## src/rtl/apb_gpi_pkg.sv

```systemverilog
// Shared definitions for the APB general-purpose-input slave: register offsets,
// transfer FSM state type and the address legality check.
package apb_gpi_pkg;

    localparam logic [7:0] IdrOffset  = 8'h00;
    localparam logic [7:0] IerOffset  = 8'h04;
    localparam logic [7:0] RiseOffset = 8'h08;
    localparam logic [7:0] FallOffset = 8'h0C;

    typedef enum logic [1:0] {
        StIdle,
        StAccess,
        StReady
    } apb_state_e;

    // Only word-aligned offsets inside the four-register window are decoded.
    function automatic logic addr_is_legal(input logic [7:0] addr);
        return (addr < 8'h10) && (addr[1:0] == 2'b00);
    endfunction

endpackage

```

## src/rtl/gpi_sync_edge.sv

```systemverilog
// Two-flop synchronizer for asynchronous input pins, plus a delay flop that
// turns the synchronized vector into single-cycle rise/fall pulses.
module gpi_sync_edge
    import apb_gpi_pkg::*;
#(
    parameter int unsigned Width = 8
) (
    input  logic             clk_i,
    input  logic             rst_ni,
    input  logic [Width-1:0] gpi_i,
    output logic [Width-1:0] sync_o,
    output logic [Width-1:0] rise_o,
    output logic [Width-1:0] fall_o
);

    logic [Width-1:0] meta_q;
    logic [Width-1:0] sync_q;
    logic [Width-1:0] dly_q;

    always_ff @(posedge clk_i or negedge rst_ni) begin
        if (!rst_ni) begin
            meta_q <= '0;
            sync_q <= '0;
            dly_q  <= '0;
        end else begin
            meta_q <= gpi_i;
            sync_q <= meta_q;
            dly_q  <= sync_q;
        end
    end

    assign sync_o = sync_q;
    assign rise_o = sync_q & ~dly_q;
    assign fall_o = ~sync_q & dly_q;

endmodule

```

## src/rtl/apb_gpi_slave.sv

```systemverilog
// APB slave exposing synchronized input pins, an interrupt enable mask and
// sticky W1C rising/falling edge status, with one wait state per transfer.
module apb_gpi_slave
    import apb_gpi_pkg::*;
#(
    parameter int unsigned GPIO_WIDTH = 8
) (
    input  logic                  clk,
    input  logic                  reset,
    input  logic                  PSEL,
    input  logic                  PENABLE,
    input  logic                  PWRITE,
    input  logic [7:0]            PADDR,
    input  logic [31:0]           PWDATA,
    output logic [31:0]           PRDATA,
    output logic                  PREADY,
    output logic                  PSLVERR,
    input  logic [GPIO_WIDTH-1:0] gpi,
    output logic                  irq
);

    apb_state_e state_q, state_d;

    logic [7:0]            addr_q, addr_d;
    logic                  write_q, write_d;
    logic [31:0]           wdata_q, wdata_d;
    logic [31:0]           rdata_q, rdata_d;
    logic                  err_q, err_d;
    logic [GPIO_WIDTH-1:0] ier_q, ier_d;
    logic [GPIO_WIDTH-1:0] rise_q, rise_d;
    logic [GPIO_WIDTH-1:0] fall_q, fall_d;

    logic [GPIO_WIDTH-1:0] gpi_sync;
    logic [GPIO_WIDTH-1:0] rise_evt;
    logic [GPIO_WIDTH-1:0] fall_evt;
    logic [GPIO_WIDTH-1:0] rise_clr;
    logic [GPIO_WIDTH-1:0] fall_clr;
    logic [31:0]           read_word;
    logic                  wr_commit;

    // Upper write-data bits beyond the pin count are intentionally dropped.
    logic unused_wdata;
    assign unused_wdata = ^wdata_q;

    gpi_sync_edge #(
        .Width (GPIO_WIDTH)
    ) u_sync (
        .clk_i  (clk),
        .rst_ni (reset),
        .gpi_i  (gpi),
        .sync_o (gpi_sync),
        .rise_o (rise_evt),
        .fall_o (fall_evt)
    );

    always_comb begin
        read_word = '0;
        case (addr_q)
            IdrOffset:  read_word[GPIO_WIDTH-1:0] = gpi_sync;
            IerOffset:  read_word[GPIO_WIDTH-1:0] = ier_q;
            RiseOffset: read_word[GPIO_WIDTH-1:0] = rise_q;
            FallOffset: read_word[GPIO_WIDTH-1:0] = fall_q;
            default:    read_word = '0;
        endcase
    end

    always_comb begin
        state_d = state_q;
        addr_d  = addr_q;
        write_d = write_q;
        wdata_d = wdata_q;
        rdata_d = rdata_q;
        err_d   = err_q;
        case (state_q)
            StIdle: begin
                if (PSEL && !PENABLE) begin
                    addr_d  = PADDR;
                    write_d = PWRITE;
                    wdata_d = PWDATA;
                    state_d = StAccess;
                end
            end
            StAccess: begin
                if (!PSEL) begin
                    state_d = StIdle;
                end else begin
                    err_d   = !addr_is_legal(addr_q);
                    rdata_d = (addr_is_legal(addr_q) && !write_q) ? read_word : '0;
                    state_d = StReady;
                end
            end
            StReady: begin
                // Response registers only carry meaning while PREADY is high.
                rdata_d = '0;
                err_d   = 1'b0;
                state_d = StIdle;
            end
            default: state_d = StIdle;
        endcase
    end

    always_comb begin
        wr_commit = (state_q == StReady) && write_q && !err_q;
        ier_d     = ier_q;
        rise_clr  = '0;
        fall_clr  = '0;
        if (wr_commit) begin
            case (addr_q)
                IerOffset:  ier_d    = wdata_q[GPIO_WIDTH-1:0];
                RiseOffset: rise_clr = wdata_q[GPIO_WIDTH-1:0];
                FallOffset: fall_clr = wdata_q[GPIO_WIDTH-1:0];
                default:    ier_d    = ier_q;
            endcase
        end
        // A fresh edge outranks a simultaneous W1C clear of the same bit.
        rise_d = (rise_q & ~rise_clr) | rise_evt;
        fall_d = (fall_q & ~fall_clr) | fall_evt;
    end

    always_ff @(posedge clk or negedge reset) begin
        if (!reset) begin
            state_q <= StIdle;
            addr_q  <= '0;
            write_q <= 1'b0;
            wdata_q <= '0;
            rdata_q <= '0;
            err_q   <= 1'b0;
            ier_q   <= '0;
            rise_q  <= '0;
            fall_q  <= '0;
        end else begin
            state_q <= state_d;
            addr_q  <= addr_d;
            write_q <= write_d;
            wdata_q <= wdata_d;
            rdata_q <= rdata_d;
            err_q   <= err_d;
            ier_q   <= ier_d;
            rise_q  <= rise_d;
            fall_q  <= fall_d;
        end
    end

    assign PREADY  = (state_q == StReady);
    assign PRDATA  = rdata_q;
    assign PSLVERR = err_q;
    assign irq     = |((rise_q | fall_q) & ier_q);

endmodule

```

## config.mk

```make
export PLATFORM = sky130hd
export DESIGN_NAME = apb_gpi_slave
export DESIGN_NICKNAME = d
export VERILOG_FILES = /design/src/rtl/apb_gpi_pkg.sv /design/src/rtl/gpi_sync_edge.sv /design/src/rtl/apb_gpi_slave.sv
export SDC_FILE = /design/constraint.sdc
export NUM_CORES = 1
export LEC_CHECK = 0
export BUFFER_PORTS_ARGS = -buffer_cell sky130_fd_sc_hd__buf_2
export CORE_MARGIN = 2
export CORE_UTILIZATION = 45
export DETAILED_ROUTE_END_ITERATION = 12
export GPL_TIMING_DRIVEN = 0
export HOLD_SLACK_MARGIN = 0.08
export PLACE_DENSITY_LB_ADDON = 0.2
export SETUP_SLACK_MARGIN = 0.05
export SYNTH_ARGS = -nofsm -noshare
export SYNTH_HDL_FRONTEND = slang
export SYNTH_HIERARCHICAL = 1
export SYNTH_SLANG_ARGS = --single-unit
```

## constraint.sdc

```tcl
create_clock -name clk -period 3 [get_ports clk]
set_input_delay 0.6 -clock clk [delete_from_list [all_inputs] [get_ports clk]]
set_output_delay 0.6 -clock clk [all_outputs]
set_load 0.01 [all_outputs]
```

==> out/summary.txt, run 1 <==
Pwr Total = 0.002277 W
diode count = 0
clk_skew = 9.723 ps
CP Launch Point = addr_q[6]
Pins Over Slew Limit = 0
Final Worst Setup Slack = 667.4 ps
number of gates resized after CTS = 0
core area = 7292 sq um
Row Count = 31
largest net degree at the start of global routing = 45
layout cells sized above 1 = 37.96%
Synth Instances = 274
final worst-path cycle share = 77.75%
endpoint type of the worst setup path = register
Lkg Pwr = 1.875 nW
r2r startpoint = addr_q[6]
initial core utilization = 46.64%
slew of the pin with the lowest slew margin = 940.1 ps
WL final = 6.789 mm
die area = 8268 sq um
status = complete, no violations
vias in the first global route = 2242
die height = 90.93 um
Max IR drop VDD = 294.4 uV
first-pass GRT wire length = 11.30 mm
via/cell ratio = 4.907
Area after DPL = 3829 sq um
Cell Area, Synth = 3401 sq um
Initial DRT Pass Iterations = 4
gpl congestion = 0.7775
Avg Cell Area, Syn = 12.41 sq um
max incr delay on CP = 710 ps
Setup Buffers After CTS = 0
dpl ws = 525.8 ps
Clock Path Buffers = 2
Yosys cell types = 33
min Tclk post-route = 2333 ps
clock sink count = 76
RSZ-0062 raised after global routing = false
number of port buffers = 39
critical path peak fanout = 10
Layout area overhead = 19.09%
nets = 401
top_reg_cell synth = dfrtp_1
Boundary Pins = 88
TritonCTS clock tree = yes
PD cells = 562.2 nW/um^2
Fmax = 0.4287 GHz
residual DRC count = 0
post-DP HPWL = 4.689 mm
DR vias = 2218
antenna violations before repair = 0
Hold-fix buffers, CTS = 0
sequential-to-total area share from yosys stat = 55.92%
total CTS buffers = 9
Crit Path Class = register to register
DRT iter0 DRCs = 152
clk_lat worst skew = 350 ps
GRT overflow = 0
Max stage delay cell, worst path = nor4_4
CP Cell Sequence = or4_1, clkbuf_1, nor4_4, a31oi_1
final non-filler cell area = 4050 sq um
Post-synth EDFFs = 0
H-tree depth = 3
final number of hold-violating endpoints = 0
antenna-violating nets left = 0
Clock Pin Slew Worst Setup and Hold Paths = 80 ps
Seq cells post-synth = 76
clock root cell = clkbuf_8
GRT Total Usage = 17.89%
CP required = 3200 ps
Final setup viols = 0
Max Cap Viol = 0
Ys Warns = 6
CP arrival = 2530 ps
Slew headroom = 36.80%
Die X = 90.93 um
ys async rst share = 100.0%
final setup TNS = 0 ps
CP Launch Type = register
hold crit path type = primary input to async pin
Avg WL per Cell = 15.02 um
Finished Core Util = 55.54%
==> Yosys cell counts (10+ instances only) <==
master,count,share of area [%]
nand2b_1,17,3.1
buf_4,24,5.3
dfrtp_1,76,56
inv_1,11,1.2
mux2_2,24,7.9
nand4_1,10,1.8
nand3_1,11,1.6
and2b_2,16,4.1
o21ai_0,10,1.5
==> routing by layer <==
| metal | routed length, um | track usage (%) |
|---|---|---|
| met5 | 0 | 0 |
| met3 | 330 | 5.228 |
| met2 | 3168 | 27.65 |
| met1 | 3167 | 24.00 |
| met4 | 122 | 6.566 |
==> registers in the layout, indices dropped and copies added, names as in the netlist <==
register / flops
u_sync/meta_q: 8
u_sync/sync_o: 8
PSLVERR: 1
state_q: 2
fall_q: 8
ier_q: 8
u_sync/dly_q: 8
rise_q: 8
PRDATA: 8
addr_q: 8
wdata_q: 8
write_q: 1
==> final cells by class <==
class                   count  area, sq um
clock inverters             3        42.54
plain buffers              36        234.0
clock buffers              13        178.9
fillers                   634         3242
well taps                  99        123.9
repair buffers             40        217.7
inverters                  11        41.29
flip-flops and latches     76         1902
multi-input cells         174         1310
==> layout by cell type, fill, tap and decap left out, types with 11 or more instances in the layout <==
| cell | instances |
|---|---|
| nand3_1 | 11 |
| buf_2 | 39 |
| clkbuf_8 | 13 |
| and2b_2 | 16 |
| conb_1 | 24 |
| inv_1 | 11 |
| buf_4 | 25 |
| mux2_2 | 24 |
| dfrtp_1 | 76 |
| nand2b_1 | 17 |
==> path summary, 6_finish.rpt <==
check / slack, ps / cells after the start / endpoint
max in group asynchronous: 2250 / 2 / u_sync/dly_q[2]
max reg2reg: 670 / 4 / fall_q[0]
min in group clk: 350 / 0 / u_sync/sync_o[6]
min: 180 / 1 / fall_q[3]
max: 670 / 4 / fall_q[0]
min reg2reg: 350 / 0 / u_sync/sync_o[6]
==> logic make-up (layout without fill, tap and decap cells) <==
kind of cell	count (synthesis)	count (layout)	synth area share, %
buffers and inverters	47	103	8.094
AOI/OAI and AO/OA	34	34	6.770
and+or+nand+nor	76	76	15.27
muxes	40	40	13.83
DFF	76	76	55.92
other	1	24	0.1103
==> critical path: cells and delay by family (launching register included) <==
kind	cells	cell delay [ps]
AOI/OAI and AO/OA	1	180
DFF	1	410
and+or+nand+nor	2	1270
buffers and inverters	1	320
==> metrics by stage <==
stage | hold slack [ps] | instances
6_report | 184.4 | 452
5_1_grt | 195.8 | 452
4_1_cts | 186.1 | 452
3_5_place_dp | 336.2 | 436
3_3_place_gp | 332.3 | 435
2_1_floorplan | 304.4 | 297
==> power by group <==
part           internal [W]  total (W)  switching (W)
Clock              0.000474   0.000831       0.000357
Sequential          0.00109    0.00115      0.0000605
Combinational      0.000141   0.000292       0.000150
(Power assumes the default switching activity.)
==> inputs of run 2 (changes only) <==
Clock period 3 ns to 2.4 ns, I/O delays scaled along.
==> run 2 against run 1 <==
Global-route usage is essentially flat. Critical path type unchanged. Register-to-register slack lost 520 ps. Setup slack lost 520 ps. Total power grew 25%.
==> out/summary.txt, run 2 (same netlist as run 1, synthesis figures left out) <==
GRT Total Usage = 17.90%
cells on worst reg2reg path = 4
Die X = 90.93 um
Layout area overhead = 19.83%
Max Cap Viol = 0
die area = 8268 sq um
CP Cell Sequence = nor3_1, or4b_1, buf_6, mux2_4
hold crit path type = primary input to register
flop2flop setup slack = 150 ps
clk_lat worst skew = 350 ps
clock root cell = clkbuf_8
fill cell count = 631
Fmax = 0.4436 GHz
DR vias = 2228
Boundary Pins = 88
critical path peak fanout = 8
final setup TNS = 0 ps
Reg-to-Reg End = ier_q[3]
Clock Pin Slew Worst Setup and Hold Paths = 80 ps
status = complete, no violations
CP required = 2630 ps
total CTS buffers = 9
DRT iter0 DRCs = 151
antenna violations before repair = 0
final worst-path cycle share = 93.92%
WL final = 6.773 mm
GRT overflow = 0
Avg WL per Cell = 14.89 um
CP arrival = 2480 ps
via/cell ratio = 4.897
Max stage delay cell, worst path = nor3_1
clock sink count = 76
Slew headroom = 34.98%
Pins Over Slew Limit = 0
slew of the pin with the lowest slew margin = 967.2 ps
H-tree depth = 3
Pwr Total = 0.002846 W
residual DRC count = 0
CP Launch Type = register
RSZ-0062 raised after global routing = false
Clock Path Buffers = 2
gpl congestion = 0.7775
Max IR drop VDD = 367.3 uV
initial core utilization = 46.64%
min Tclk post-route = 2254 ps
r2r startpoint = addr_q[3]
vias in the first global route = 2250
max incr delay on CP = 720 ps
antenna-violating nets left = 0
first-pass GRT wire length = 11.31 mm
Final setup viols = 0
Lkg Pwr = 1.890 nW
most frequent cells in the layout = dfrtp_1 (76), buf_2 (39), buf_4 (27)
largest net degree at the start of global routing = 45
commonest non-fill, non-tap cell in the layout = dfrtp_1
number of port buffers = 39
CP Launch Point = addr_q[3]
TritonCTS clock tree = yes
diode count = 0
Initial DRT Pass Iterations = 4
Row Count = 31
layout cells sized above 1 = 38.20%
die height = 90.93 um
core area = 7292 sq um
endpoint type of the worst setup path = register
Crit Path Class = register to register
crit path to = ier_q[3]
final number of hold-violating endpoints = 0
PD cells = 698.3 nW/um^2
number of gates resized after CTS = 0
clk_skew = 8.888 ps
post-DP HPWL = 4.689 mm
nets = 404
run 2: timing repair:
item / in CTS / in global routing
hold buffers: 1 / 0
endpoints found under the hold margin: 32 / 0
setup endpoints to repair: 2 / 0
buffers inserted: 2 / 0
run 2: worst min path at each step:
stage | endpoint | slack (ps) | startpoint | cells after the start
4_1_cts | u_sync/meta_q[3] | 220 | gpi[3] | 1
3_5_place_dp | u_sync/sync_o[6] | 340 | u_sync/meta_q[6] | 0
2_1_floorplan | PRDATA[0] | 180 | reset | 0
6_report | u_sync/meta_q[3] | 230 | gpi[3] | 1
3_3_place_gp | u_sync/sync_o[6] | 330 | u_sync/meta_q[6] | 0
5_1_grt | u_sync/meta_q[1] | 210 | gpi[1] | 1
run 2: area by class of cell:
class / instances / area (sq um) / share of cell area [%]
Inverter: 11 / 41.29 / 1.013
Multi-Input combinational cell: 174 / 1310 / 32.15
Timing Repair Buffer: 43 / 242.7 / 5.956
Sequential cell: 76 / 1902 / 46.67
Tap cell: 99 / 123.9 / 3.040
Buffer: 36 / 234.0 / 5.741
Clock inverter: 3 / 42.54 / 1.044
Clock buffer: 13 / 178.9 / 4.391
run 2: where the power goes:
group / internal, W / switching [W] / total, W
Clock: 0.000592 / 0.000445 / 0.00104
Combinational: 0.000178 / 0.000188 / 0.000365
Sequential: 0.00137 / 0.0000756 / 0.00144
Total: 0.00214 / 0.000709 / 0.00285
run 2: stage by stage:
stage,util (%),instances,worst slack [ps],hold WS [ps],area [sq um]
5_1_grt,55.89,455,75.96,206.6,4075
4_1_cts,55.89,455,160.0,216.4,4075
2_1_floorplan,-,297,412.6,184.4,3487
3_3_place_gp,52.20,435,81.70,332.3,3806
6_report,55.89,455,145.9,234.9,4075
3_5_place_dp,52.51,436,45.80,336.2,3829
run 2: metal layers:
| metal | part of all wire (%) | global-route usage, % |
|---|---|---|
| met3 | 6.5 | 5.228 |
| met1 | 46 | 24.00 |
| met2 | 46 | 27.72 |
| met4 | 1.8 | 6.566 |
| met5 | 0 | 0 |
run 2: critical path, delay by kind of cell, from the launching register on:
family	cells	cell delay, ps
DFF	1	410
and+or+nand+nor	2	1240
muxes	1	300
buffers and inverters	1	180
